==> src/rtl/pwm_ramp_sequencer.sv <==
// pwm_ramp_sequencer: Avalon-MM peripheral that ramps the PWM duty register toward a target in fixed steps at a fixed interval.
// Optional interrupt output enabled by defining PWM_RAMP_IRQ_EN.
module pwm_ramp_sequencer #(
    parameter int          DUTY_W        = 16,
    parameter int          IVL_W         = 24,
    parameter logic [31:0] PWM_DUTY_ADDR = 32'h4
) (
    input  logic        clk,
    input  logic        reset,
    input  logic [2:0]  s_address,
    input  logic        s_write,
    input  logic [31:0] s_writedata,
    input  logic        s_read,
    output logic [31:0] s_readdata,
    output logic [31:0] m_address,
    output logic        m_write,
    output logic [31:0] m_writedata,
    input  logic        m_waitrequest
`ifdef PWM_RAMP_IRQ_EN
    ,
    output logic        irq
`endif
);
    typedef enum logic [1:0] {S_IDLE, S_WAIT, S_CALC, S_WRITE} state_t;

    state_t              state_q, state_d;
    logic                en_q, en_d;
    logic                done_q, done_d;
    logic [DUTY_W-1:0]   target_q, target_d;
    logic [DUTY_W-1:0]   step_q, step_d;
    logic [IVL_W-1:0]    ivl_q, ivl_d;
    logic [IVL_W-1:0]    cnt_q, cnt_d;
    logic [DUTY_W-1:0]   cur_q, cur_d;
    logic [DUTY_W-1:0]   next_q, next_d;
    logic [31:0]         rdata_q, rdata_d;
    logic [31:0]         ctrl_rd;
    logic [DUTY_W:0]     diff;
    logic [DUTY_W-1:0]   calc;
    logic [IVL_W-1:0]    reload;
    logic                up, start, go, instant, accept, finish, busy;
    logic                unused;

    assign unused  = ^s_writedata[31:IVL_W];
    assign start   = s_write && s_address == 3'd0 && s_writedata[1] && s_writedata[0];
    assign go      = start && state_q == S_IDLE && target_q != cur_q;
    assign instant = start && state_q == S_IDLE && target_q == cur_q;
    assign accept  = state_q == S_WRITE && !m_waitrequest;
    assign finish  = accept && next_q == target_q;
    assign reload  = ivl_q == '0 ? IVL_W'(1) : ivl_q;

    // The distance is formed one bit wider so the step comparison can never wrap;
    // a step is only applied when it stays strictly short of the target.
    assign up   = target_q > cur_q;
    assign diff = up ? {1'b0, target_q} - {1'b0, cur_q} : {1'b0, cur_q} - {1'b0, target_q};
    assign calc = (step_q == '0 || diff <= {1'b0, step_q}) ? target_q : (up ? cur_q + step_q : cur_q - step_q);

`ifdef PWM_RAMP_IRQ_EN
    logic msk_q;
    assign ctrl_rd = {29'd0, msk_q, 1'b0, en_q};
    // Interrupt mask bit and registered interrupt level
    always_ff @(posedge clk) begin
        if (reset) begin
            msk_q <= 1'b0;
            irq   <= 1'b0;
        end else begin
            if (s_write && s_address == 3'd0) msk_q <= s_writedata[2];
            irq <= done_q & msk_q;
        end
    end
`else
    assign ctrl_rd = {31'd0, en_q};
`endif

    // FSM state register
    always_ff @(posedge clk) begin
        if (reset) state_q <= S_IDLE;
        else state_q <= state_d;
    end

    // FSM next state: clearing EN aborts while waiting, but a started bus write always completes
    always_comb begin
        state_d = state_q;
        case (state_q)
            S_IDLE:  state_d = go ? S_WAIT : S_IDLE;
            S_WAIT:  state_d = !en_q ? S_IDLE : (cnt_q == IVL_W'(1) ? S_CALC : S_WAIT);
            S_CALC:  state_d = !en_q ? S_IDLE : S_WRITE;
            S_WRITE: state_d = !accept ? S_WRITE : ((finish || !en_q) ? S_IDLE : S_WAIT);
            default: state_d = S_IDLE;
        endcase
    end

    // FSM outputs: master request and status
    always_comb begin
        m_write     = state_q == S_WRITE;
        m_writedata = 32'(next_q);
        m_address   = PWM_DUTY_ADDR;
        busy        = state_q != S_IDLE;
        s_readdata  = rdata_q;
    end

    // Register file, interval counter and ramp datapath next state
    always_comb begin
        en_d     = en_q;
        target_d = target_q;
        step_d   = step_q;
        ivl_d    = ivl_q;
        cnt_d    = cnt_q;
        cur_d    = cur_q;
        next_d   = next_q;
        done_d   = done_q;
        rdata_d  = '0;
        if (s_write) begin
            case (s_address)
                3'd0:    en_d = s_writedata[0];
                3'd2:    target_d = s_writedata[DUTY_W-1:0];
                3'd3:    step_d = s_writedata[DUTY_W-1:0];
                3'd4:    ivl_d = s_writedata[IVL_W-1:0];
                default: en_d = en_q;
            endcase
        end
        if (s_write && s_address == 3'd1 && s_writedata[1]) done_d = 1'b0;
        if (instant || finish) done_d = 1'b1;
        if (go || (accept && !finish)) cnt_d = reload;
        else if (state_q == S_WAIT) cnt_d = cnt_q - IVL_W'(1);
        if (state_q == S_CALC && en_q) next_d = calc;
        if (accept) cur_d = next_q;
        if (s_read) begin
            case (s_address)
                3'd0:    rdata_d = ctrl_rd;
                3'd1:    rdata_d = {30'd0, done_q, busy};
                3'd2:    rdata_d = 32'(target_q);
                3'd3:    rdata_d = 32'(step_q);
                3'd4:    rdata_d = 32'(ivl_q);
                3'd5:    rdata_d = 32'(cur_q);
                default: rdata_d = '0;
            endcase
        end
    end

    // Register file and datapath state
    always_ff @(posedge clk) begin
        if (reset) begin
            en_q     <= 1'b0;
            done_q   <= 1'b0;
            target_q <= '0;
            step_q   <= '0;
            ivl_q    <= '0;
            cnt_q    <= '0;
            cur_q    <= '0;
            next_q   <= '0;
            rdata_q  <= '0;
        end else begin
            en_q     <= en_d;
            done_q   <= done_d;
            target_q <= target_d;
            step_q   <= step_d;
            ivl_q    <= ivl_d;
            cnt_q    <= cnt_d;
            cur_q    <= cur_d;
            next_q   <= next_d;
            rdata_q  <= rdata_d;
        end
    end
endmodule

==> config.mk <==
export PLATFORM = sky130hd
export DESIGN_NAME = pwm_ramp_sequencer
export DESIGN_NICKNAME = d
export VERILOG_FILES = /design/src/rtl/pwm_ramp_sequencer.sv
export SDC_FILE = /design/constraint.sdc
export NUM_CORES = 1
export LEC_CHECK = 0
export ABC_AREA = 1
export CAP_MARGIN = 20
export CORE_MARGIN = 2
export CORE_UTILIZATION = 47
export CTS_BUF_LIST = sky130_fd_sc_hd__clkbuf_2
export CTS_CLUSTER_SIZE = 40
export DETAILED_ROUTE_END_ITERATION = 8
export PLACE_DENSITY = 0.84
export SLEW_MARGIN = 20
export SYNTH_ARGS = -nofsm -noshare
export SYNTH_HDL_FRONTEND = slang
export SYNTH_SLANG_ARGS = --single-unit
==> constraint.sdc <==
create_clock -name clk -period 3.75 [get_ports clk]
set_clock_uncertainty 0.2 [all_clocks]
set_input_delay 0.9375 -clock clk [delete_from_list [all_inputs] [get_ports clk]]
set_output_delay 0.9375 -clock clk [all_outputs]
set_load 0.05 [all_outputs]
### Word level (Yosys, flattened, before mapping)

Index checks and enable logic that the tools add are counted.

* register bits after elaboration: 148
* bits in latches: 0
* memory bits (writable): 0
* memory bits (read-only): 0
* input bits: 40
* output and inout bits: 97
* logic and storage cells: 77
* memories kept: 0

* add/subtract/negate cells: 5
* multiply operators: 0
* divide/modulo/power cells: 0
* magnitude comparators: 2
* equal/unequal tests: 12
* shifts and indexed selects: 0
* mux-type cells: 16
* bitwise logic cells: 1
* reductions and logical operators: 31

Operator list (count)
* 24-bit case mux with 6 select lines: 1
* 24-bit two-way mux: 3
* 16-bit by 16-bit subtractor with 17-bit output: 2
* 16-bit equality test: 2
* 16-bit two-way mux: 2
* 24-bit by 1-bit equality test with 1-bit output (second input constant): 1
* 24-bit logical NOT: 1
* 24-bit by 1-bit subtractor with 24-bit output (second input constant): 1
* 17-bit by 16-bit <= comparator with 1-bit output: 1
* 17-bit two-way mux: 1
* 16-bit adder: 1
* 16-bit greater-than comparator: 1
* 16-bit logical NOT: 1
* 16-bit != test: 1
* 16-bit subtractor: 1
* 1-bit logical AND: 12
* 2-bit two-way mux: 4
* 2-bit case mux with 4 select lines: 1
* 2-bit AND reduction: 4
* 3-bit by 2-bit equality test with 1-bit output (second input constant): 2
* 3-bit equality test (second input constant): 2
* 2-bit nonzero test: 3
* 2-bit equality test (second input constant): 2
* 1-bit logical OR: 4
* other kinds (8): 13

### Logic depth before layout (Yosys ltp)

Gate-level depths: netlist of run 1.

* depth after elaboration: 8
* gate-level depth with buffers: 34
* depth with buffers taken out: 32

### Worst setup path after synthesis of run 1

OpenSTA, ideal clock, no wires.

* path type: register to register
* start point: reg target_q[14]
* end point: reg next_q[10]
* setup time: 132 ps
* arrival time: 3451 ps
* required time: 3418 ps
* slack: -33 ps
* cell stages (with the launch flop): 23
* clock period less this slack: 3783 ps
* path through: dfxtp_1 inv_1 ha_1 nand2_1 nor2_4 inv_2 nor3_4 nand4_4 nand2_2 buf_6 buf_2 o21ai_0 fa_1 nand3_1 nand3_1 a21boi_0 o21ai_0 nand2_1 nand2_1 xnor2_1 nand2_1 nand3_1 a21oi_1

* cells in the longest elaborated chain, start to end: 5

Ends and longest elaborated chain
* start: declaration: RTL line 29 `logic [DUTY_W-1:0] target_q, target_d;`
* start signal: assignment: RTL line 155 `target_q <= target_d;`
* 16-bit by 16-bit subtractor with 17-bit output / 16-bit greater-than comparator (equally long branches): RTL line 54, 53
* 17-bit two-way mux: RTL line 54 `assign diff = up ? {1'b0, target_q} - {1'b0, cur_q} : {1'b0, cur_q} - {1'b0, target_q};`
* 17-bit by 16-bit <= comparator with 1-bit output: RTL line 55 `assign calc = (step_q == '0 || diff <= {1'b0, step_q}) ? target_q : (up ? cur_q + step_q : cur_q - step_q);`
* 1-bit logical OR: RTL line 55
* 16-bit two-way mux *: RTL line 55
* end signal: assignment: RTL line 160 `next_q <= next_d;`
* end: declaration: RTL line 34 `logic [DUTY_W-1:0] next_q, next_d;`

Mark *: on every way between the ends. The rest lies on a longest branch, timed or not.
A chain may end at the register's enable or synchronous reset.

### Worst setup path in the final report of run 1

* start point: reg cur_q[2]
* end point: reg next_q[7]

* cells in the longest elaborated chain, start to end: 5

Ends and longest elaborated chain
* start: declaration: RTL line 33 `logic [DUTY_W-1:0] cur_q, cur_d;`
* start signal: assignment: RTL line 159 `cur_q <= cur_d;`
* 16-bit by 16-bit subtractor with 17-bit output / 16-bit greater-than comparator (equally long branches): RTL line 54, 53
* 17-bit two-way mux: RTL line 54
* 17-bit by 16-bit <= comparator with 1-bit output: RTL line 55
* 1-bit logical OR: RTL line 55
* 16-bit two-way mux *: RTL line 55

Marked as above.

==> impl_metrics.csv, run 1 <==
group,metric,value,unit
timing,hold_violations,0,
routing,antenna_left,0,
placement,dp_cells,1873,
finish,syn2layout_area_growth,30.4,%
synth,synth_seq_cells,140,
routing,routed_wl,33300,microns
finish,num-fill-cells,1757,
timing,min_period,4.09,ns
clock_tree,cts_made_buffers,17,
synth,synth_compound_area_frac,0.200,
synth,synth_warnings,0,
finish,multi_input_area,6400,sq um
synth,synth_area,9760,sq um
synth,yosysTopAreaCellShare,0.287,
synth,ys_seq_area_frac,0.287,
setup_path,cp-start-kind,"flop",
power_and_ir_drop,power.total,4.68,mW
synth,synth.area.top_cells,"dfxtp_1 29%, nand2_1 9.0%, ha_1 8.5%, a21oi_1 8.0%, inv_1 6.8%",
clock_tree,clkTransAtPathRegs,0.24,ns
floorplan,die_area,21900,sq um
power_and_ir_drop,leakagePower,5.67,nW
global_route,grtUsageMet2,0.459,
power_and_ir_drop,ir_worst_vdd,0.000258,V
setup_path,worstSetupEndpointType,"flop",
synth,synthTopCellsByCount,"235 x nand2_1, 176 x inv_1, 157 x a21oi_1",
timing,setup-violations-final,16,
floorplan,die_x,148,microns
global_route,grt.total_usage,0.296,
routing,routedWlPerCell,17.4,microns
global_route,groute.layer.met1.usage,0.399,
timing,rsz0062_at_grt,"yes",
setup_path,critPathKind,"flop to flop",
timing,tightest_slew,1.03,ns
finish,utilization,0.627,
synth,synth_xor_xnor_area_share,0.0664,
synth,synth_flop_cell,"dfxtp_1",
clock_tree,htree_levels,4,
status,status,"complete, but fails checks",
synth,synth_cell_types,50,
timing,setup-tns-final,-4.64,ns
setup_path,cp.arrival,4.61,ns
placement,place_congestion,0.980,
finish,ff_latch_area,2840,sq um
setup_path,required,4.27,ns
clock_tree,cts_root_buffer,"clkbuf_2",
routing,drc,0,
finish,layout.nets,1739,
clock_tree,cts_sinks,140,
run,drv_cap,0,
floorplan,dieHeight,148,microns
global_route,grt_max_degree,89,
worst_hold_path,min_path_type,"flop to flop",
status,failed_checks,"setup timing",
finish,fin_cells,1914,
routing,dr.pass1.iters,6,
clock_tree,ctsHoldBuffers,0,
global_route,grt_pass1_vias,9729,
timing,layout_setup_ws,-0.337,ns
global_route,antenna_found_initial,0,
synth,synthSimpleGateAreaFrac,0.214,
clock_tree,insertion_delay,0.81,ns
timing,post-route-period-util,1.09,
global_route,overflow,0,
floorplan,io_pins,137,
timing,fmax,245,MHz
floorplan,core-area,20300,sq um
synth,yosysTopAreaCell,"dfxtp_1",
global_route,grt_pass1_wl,51000,microns
synth,synthMuxAreaShare,0.00103,
power_and_ir_drop,power_density,368,nW/um^2
global_route,grt_busiest_layer,"met2",
setup_path,crit_fanout,6,
floorplan,initial_core_util,0.481,
synth,synth.avg_cell_area,7.00,sq um
placement,dp_hpwl,24400,microns
synth,synth_fa_ha_area_frac,0.0907,
clock_tree,cts_tree,"done",
finish,drive_above_1_share,0.233,
placement,io_buffer_count,72,
global_route,use_met3,0.0460,
timing,relSlewSlack,0.315,
routing,num_vias,10618,
routing,dr.first_iter.drc_count,1256,
clock_tree,clockBufferDepth,2,
placement,pre_cts_slack,-0.470,ns
synth,synth-async-reset-ratio,0,
synth,synth_top_family_by_area,"simple AND/OR/NAND/NOR gates",
routing,via_per_inst,5.55,
synth,synth-edff-count,0,
floorplan,rows,52,
synth,yosysMostFrequentCell,"nand2_1",
timing,slew_viol_final,0,
synth,syn_inst,1395,
report_power, final:
group | internal [mW] | switching, mW
logic | 0.875 | 1.39
registers | 1.52 | 0.0214
clock network | 0.201 | 0.674
state kept, by name, summed over array words and instances (netlist names):
signal	count
cnt_q	24
cur_q	16
done_q	1
en_q	1
ivl_q	24
next_q	16
s_readdata	24
state_q	2
step_q	16
target_q	16
worst max-delay path, stage by stage, from the launching register on:
cell     delay [ns]
dfxtp_2        0.38
buf_4          0.13
ha_4           0.26
nand2_1        0.08
buf_4          0.15
nor2_1         0.24
nand4_4        0.21
nand2_8        0.17
buf_6          0.14
nand2_1        0.06
o21ai_2        0.07
xor2_1         0.22
inv_1          0.10
ha_4           0.28
nand2_1        0.07
nor4_2         0.26
nand4_1        0.19
nand2_2        0.17
nand2_8        0.13
buf_8          0.17
nand3_2        0.09
nand3_2        0.10
a21oi_2        0.14
through the flow:
stage	cell area [sq um]	hold slack, ns
CTS	12600	0.304
detailed placement	11800	0.281
floorplan	9970	0.250
global placement	11800	0.275
finish	12700	0.309
global route	12700	0.330
cell type report:
class	count	share of cell area
diodes	1	0.000196
clock buffers	17	0.00668
clock inverters	15	0.0103
inverters	183	0.0543
multi-input cells	1020	0.503
flip-flops and latches	140	0.223
well taps	270	0.0265
repair buffers	268	0.176
layer usage:
| layer | up-vias | wire length (microns) |
|---|---|---|
| met5 | - | 0 |
| met1 | 4815 | 13600 |
| met4 | 0 | 1680 |
| met2 | 638 | 14900 |
| met3 | 140 | 3140 |
| li1 | 5025 | - |
logic make-up after synthesis:
kind of cell / after synthesis
xor gates and xnor gates: 74
AOI/OAI and AO/OA: 350
and+or+nand+nor: 468
other: 2
DFF: 140
adders and majority gates: 69
muxes: 1
buffers and inverters: 291
placed cells by master, fill, tap and decap left out, drive strengths merged, types with 6 or more instances in the layout:
cell             n
nand2          247
buf            196
inv            189
a21oi          157
dfxtp          140
o21ai          111
nor2            99
clkdlybuf4s50   72
ha              66
nand3           64
conb            56
xor2            42
xnor2           32
nor3            29
nand4           21
o22ai           19
clkbuf          17
a221oi          14
a31oi           12
clkinv           8
o211ai           7
nor4             6
timing repair:
action                                  CTS  global route
endpoints found under the setup margin   16            16
setup buffers                             4             1
gates resized for setup                 124            32
gates cloned                              3             0
pin swaps                                40            29
final timing paths:
kind | start | to | slack [ns] | depth (start not counted)
max | cur_q[2] | next_q[7] | -0.34 | 22
min | ivl_q[2] | cnt_q[2] | 0.31 | 2
max reg2reg | cur_q[2] | next_q[7] | -0.34 | 22
min reg2reg | ivl_q[2] | cnt_q[2] | 0.31 | 2
Note: power is estimated with default switching activity, not from simulation.
==> run 2: changes to the inputs <==
--- a/config.mk
+++ b/config.mk
@@ -10,7 +10,7 @@
 export CORE_MARGIN = 2
 export CORE_UTILIZATION = 47
 export CTS_BUF_LIST = sky130_fd_sc_hd__clkbuf_2
-export CTS_CLUSTER_SIZE = 40
+export CTS_CLUSTER_SIZE = 8
 export DETAILED_ROUTE_END_ITERATION = 8
 export PLACE_DENSITY = 0.84
 export SLEW_MARGIN = 20
==> results of run 2 <==
No change in the layout: final DEF, timing and power equal those of run 1.
==> run 3: changes to the inputs <==
--- a/config.mk
+++ b/config.mk
@@ -6,12 +6,12 @@
 export NUM_CORES = 1
 export LEC_CHECK = 0
 export ABC_AREA = 1
-export CAP_MARGIN = 20
 export CORE_MARGIN = 2
 export CORE_UTILIZATION = 47
 export CTS_BUF_LIST = sky130_fd_sc_hd__clkbuf_2
 export CTS_CLUSTER_SIZE = 8
 export DETAILED_ROUTE_END_ITERATION = 8
+export GPL_TIMING_DRIVEN = 0
 export PLACE_DENSITY = 0.84
 export SLEW_MARGIN = 20
 export SYNTH_ARGS = -nofsm -noshare
==> run 3 against run 2 <==
  * Power is 0.65% higher
  * The run still ends with setup timing left
  * Worst setup slack worse by 0.073 ns
  * Worst hold slack worse by 0.012 ns
  * Clock power is 15% higher
  * Core utilization is 1.4 points lower
  * First-iteration DRC count is 0.72% lower
  * Die area stayed put
  * Non-clock buffer count is 35 lower
  * Combinational power is 4% lower
==> impl_metrics.csv, run 3 (same netlist as run 1, synthesis figures left out) <==
group,metric,value,unit
clock_tree,htree_levels,4,
finish,stdcell_area,12500,sq um
timing,rsz0062_at_grt,"yes",
placement,placed_area,11000,sq um
timing,slew_viol_final,0,
finish,multi_input_area,6360,sq um
floorplan,core-area,20300,sq um
clock_tree,insertion_delay,0.73,ns
placement,dp_cells,1791,
setup_path,cp_slowest_stage_delay,0.41,ns
routing,routedWlPerCell,18.5,microns
finish,syn2layout_area_growth,27.5,%
setup_path,rr_worst_depth,30,
routing,dr.pass1.iters,6,
finish,layout_commonest_cell,"nand2_1",
global_route,antenna_found_initial,0,
floorplan,initial_core_util,0.481,
setup_path,required,4.22,ns
worst_hold_path,min_path_cells,2,
setup_path,slowest_stage,"dfxtp_2",
finish,layout.nets,1702,
setup_path,cp.arrival,4.63,ns
global_route,grt.total_usage,0.301,
worst_hold_path,hp-start,"ivl_q[2]",
timing,layout_setup_ws,-0.410,ns
finish,ff_latch_area,2870,sq um
floorplan,die_area,21900,sq um
setup_path,cp_common_cell,"nand2_1",
clock_tree,clkTransAtPathRegs,0.21,ns
setup_path,r2r-end,"next_q[5]",
floorplan,io_pins,137,
timing,setup-violations-final,16,
power_and_ir_drop,power.total,4.71,mW
timing,post-route-period-util,1.11,
timing,relSlewSlack,0.331,
setup_path,cp-start-kind,"flop",
worst_hold_path,min_path_type,"flop to flop",
finish,fin_cells,1876,
placement,dp_hpwl,26400,microns
power_and_ir_drop,leakagePower,5.45,nW
finish,num-fill-cells,1839,
routing,antenna_left,0,
finish,final_cell_mix,"208 x nand2_1, 163 x inv_1, 143 x a21oi_1, 113 x dfxtp_1, 106 x buf_4",
clock_tree,cts_tree,"done",
timing,setup-tns-final,-6.03,ns
timing,min_period,4.16,ns
clock_tree,cts_root_buffer,"clkbuf_2",
global_route,grt_pass1_vias,9517,
clock_tree,cts_sinks,140,
setup_path,worstSetupEndpointType,"flop",
placement,io_buffer_count,72,
status,status,"complete, but fails checks",
worst_hold_path,hold_end,"cnt_q[2]",
setup_path,reg2reg_from,"target_q[15]",
setup_path,ff2ff_setup_slack,-0.41,ns
routing,num_vias,10476,
setup_path,crit_fanout,5,
status,failed_checks,"setup timing",
power_and_ir_drop,ir_worst_vdd,0.000216,V
routing,routed_wl,34700,microns
run,drv_cap,0,
power_and_ir_drop,power_density,378,nW/um^2
placement,pre_cts_slack,-1.05,ns
routing,drc,0,
setup_path,critPathKind,"flop to flop",
routing,dr.first_iter.drc_count,1247,
timing,tightest_slew,0.994,ns
timing,fmax,240,MHz
global_route,grt_pass1_wl,51500,microns
clock_tree,clockBufferDepth,2,
placement,place_congestion,0.984,
finish,antenna_cells,0,
floorplan,dieHeight,148,microns
finish,drive_above_1_share,0.194,
floorplan,rows,52,
global_route,overflow,0,
clock_tree,cts_made_buffers,17,
timing,hold_violations,0,
global_route,grt_max_degree,17,
routing,via_per_inst,5.58,
floorplan,die_x,148,microns
-- run 3: changes by cell type in the layout (fill, tap and decap cells not counted), moves of 6 or more --
cell / previous run / this run
nand2_1: 216 / 208
buf_4: 187 / 106
clkbuf_1: 0 / 36
clkinvlp_4: 1 / 7
dfxtp_2: 24 / 14
dfxtp_4: 1 / 13
-- run 3: per-stage QoR --
| stage | util | hold WS, ns |
|---|---|---|
| 6_report | 0.613 | 0.297 |
| 5_1_grt | 0.613 | 0.328 |
| 4_1_cts | 0.591 | 0.302 |
| 3_5_place_dp | 0.543 | 0.284 |
| 3_3_place_gp | 0.543 | 0.276 |
| 2_1_floorplan | - | 0.250 |
-- run 3: worst max-delay path: cells and delay by family (launching register included) --
family	cells	cell delay, ns
fa+ha+maj	2	0.57
buf+inv	5	0.52
compound gates	1	0.15
mux	1	0.23
simple gates	20	1.85
flops	1	0.41
xor+xnor	1	0.17
-- run 3: final cells by class --
class                      instances  area share
buffer                           108      0.0579
clock buffer                      19     0.00764
clock inverter                    13      0.0139
inverter                         183      0.0576
multi-input combinational       1018       0.511
sequential                       140       0.230
tap                              270      0.0271
timing repair buffer             125      0.0950
-- run 3: layer usage --
layer / vias to the layer above / wire [microns] / GRT usage / share of wire
li1: 4923 / - / - / -
met1: 4798 / 14800 / 0.433 / 0.43
met4: 0 / 1420 / 0.120 / 0.041
met2: 644 / 15100 / 0.453 / 0.43
met3: 111 / 3460 / 0.0454 / 0.10
met5: - / 0 / 0 / 0
-- run 3: timing repair --
action | 4_1_cts | 5_1_grt
gates resized for setup | 99 | 88
endpoints found under the setup margin | 16 | 16
hold buffers | 0 | 0
pin swaps | 35 | 56
setup buffers | 32 | 20
gates cloned | 2 | 0
-- run 3: power by group --
group          internal (mW)  switching, mW  total (mW)
Clock                  0.436          0.573        1.01
Sequential              1.51         0.0242        1.54
Combinational          0.842           1.33        2.17
-- run 3: worst max path at each step --
stage	to	from	slack, ns	cells past startpoint
global placement	next_q[15]	target_q[15]	-1.02	23
detailed placement	next_q[15]	target_q[14]	-1.05	23
finish	next_q[5]	target_q[15]	-0.41	30
floorplan	next_q[11]	target_q[10]	0.04	30
global route	next_q[2]	target_q[0]	-0.61	23
CTS	next_q[4]	target_q[13]	-0.29	30
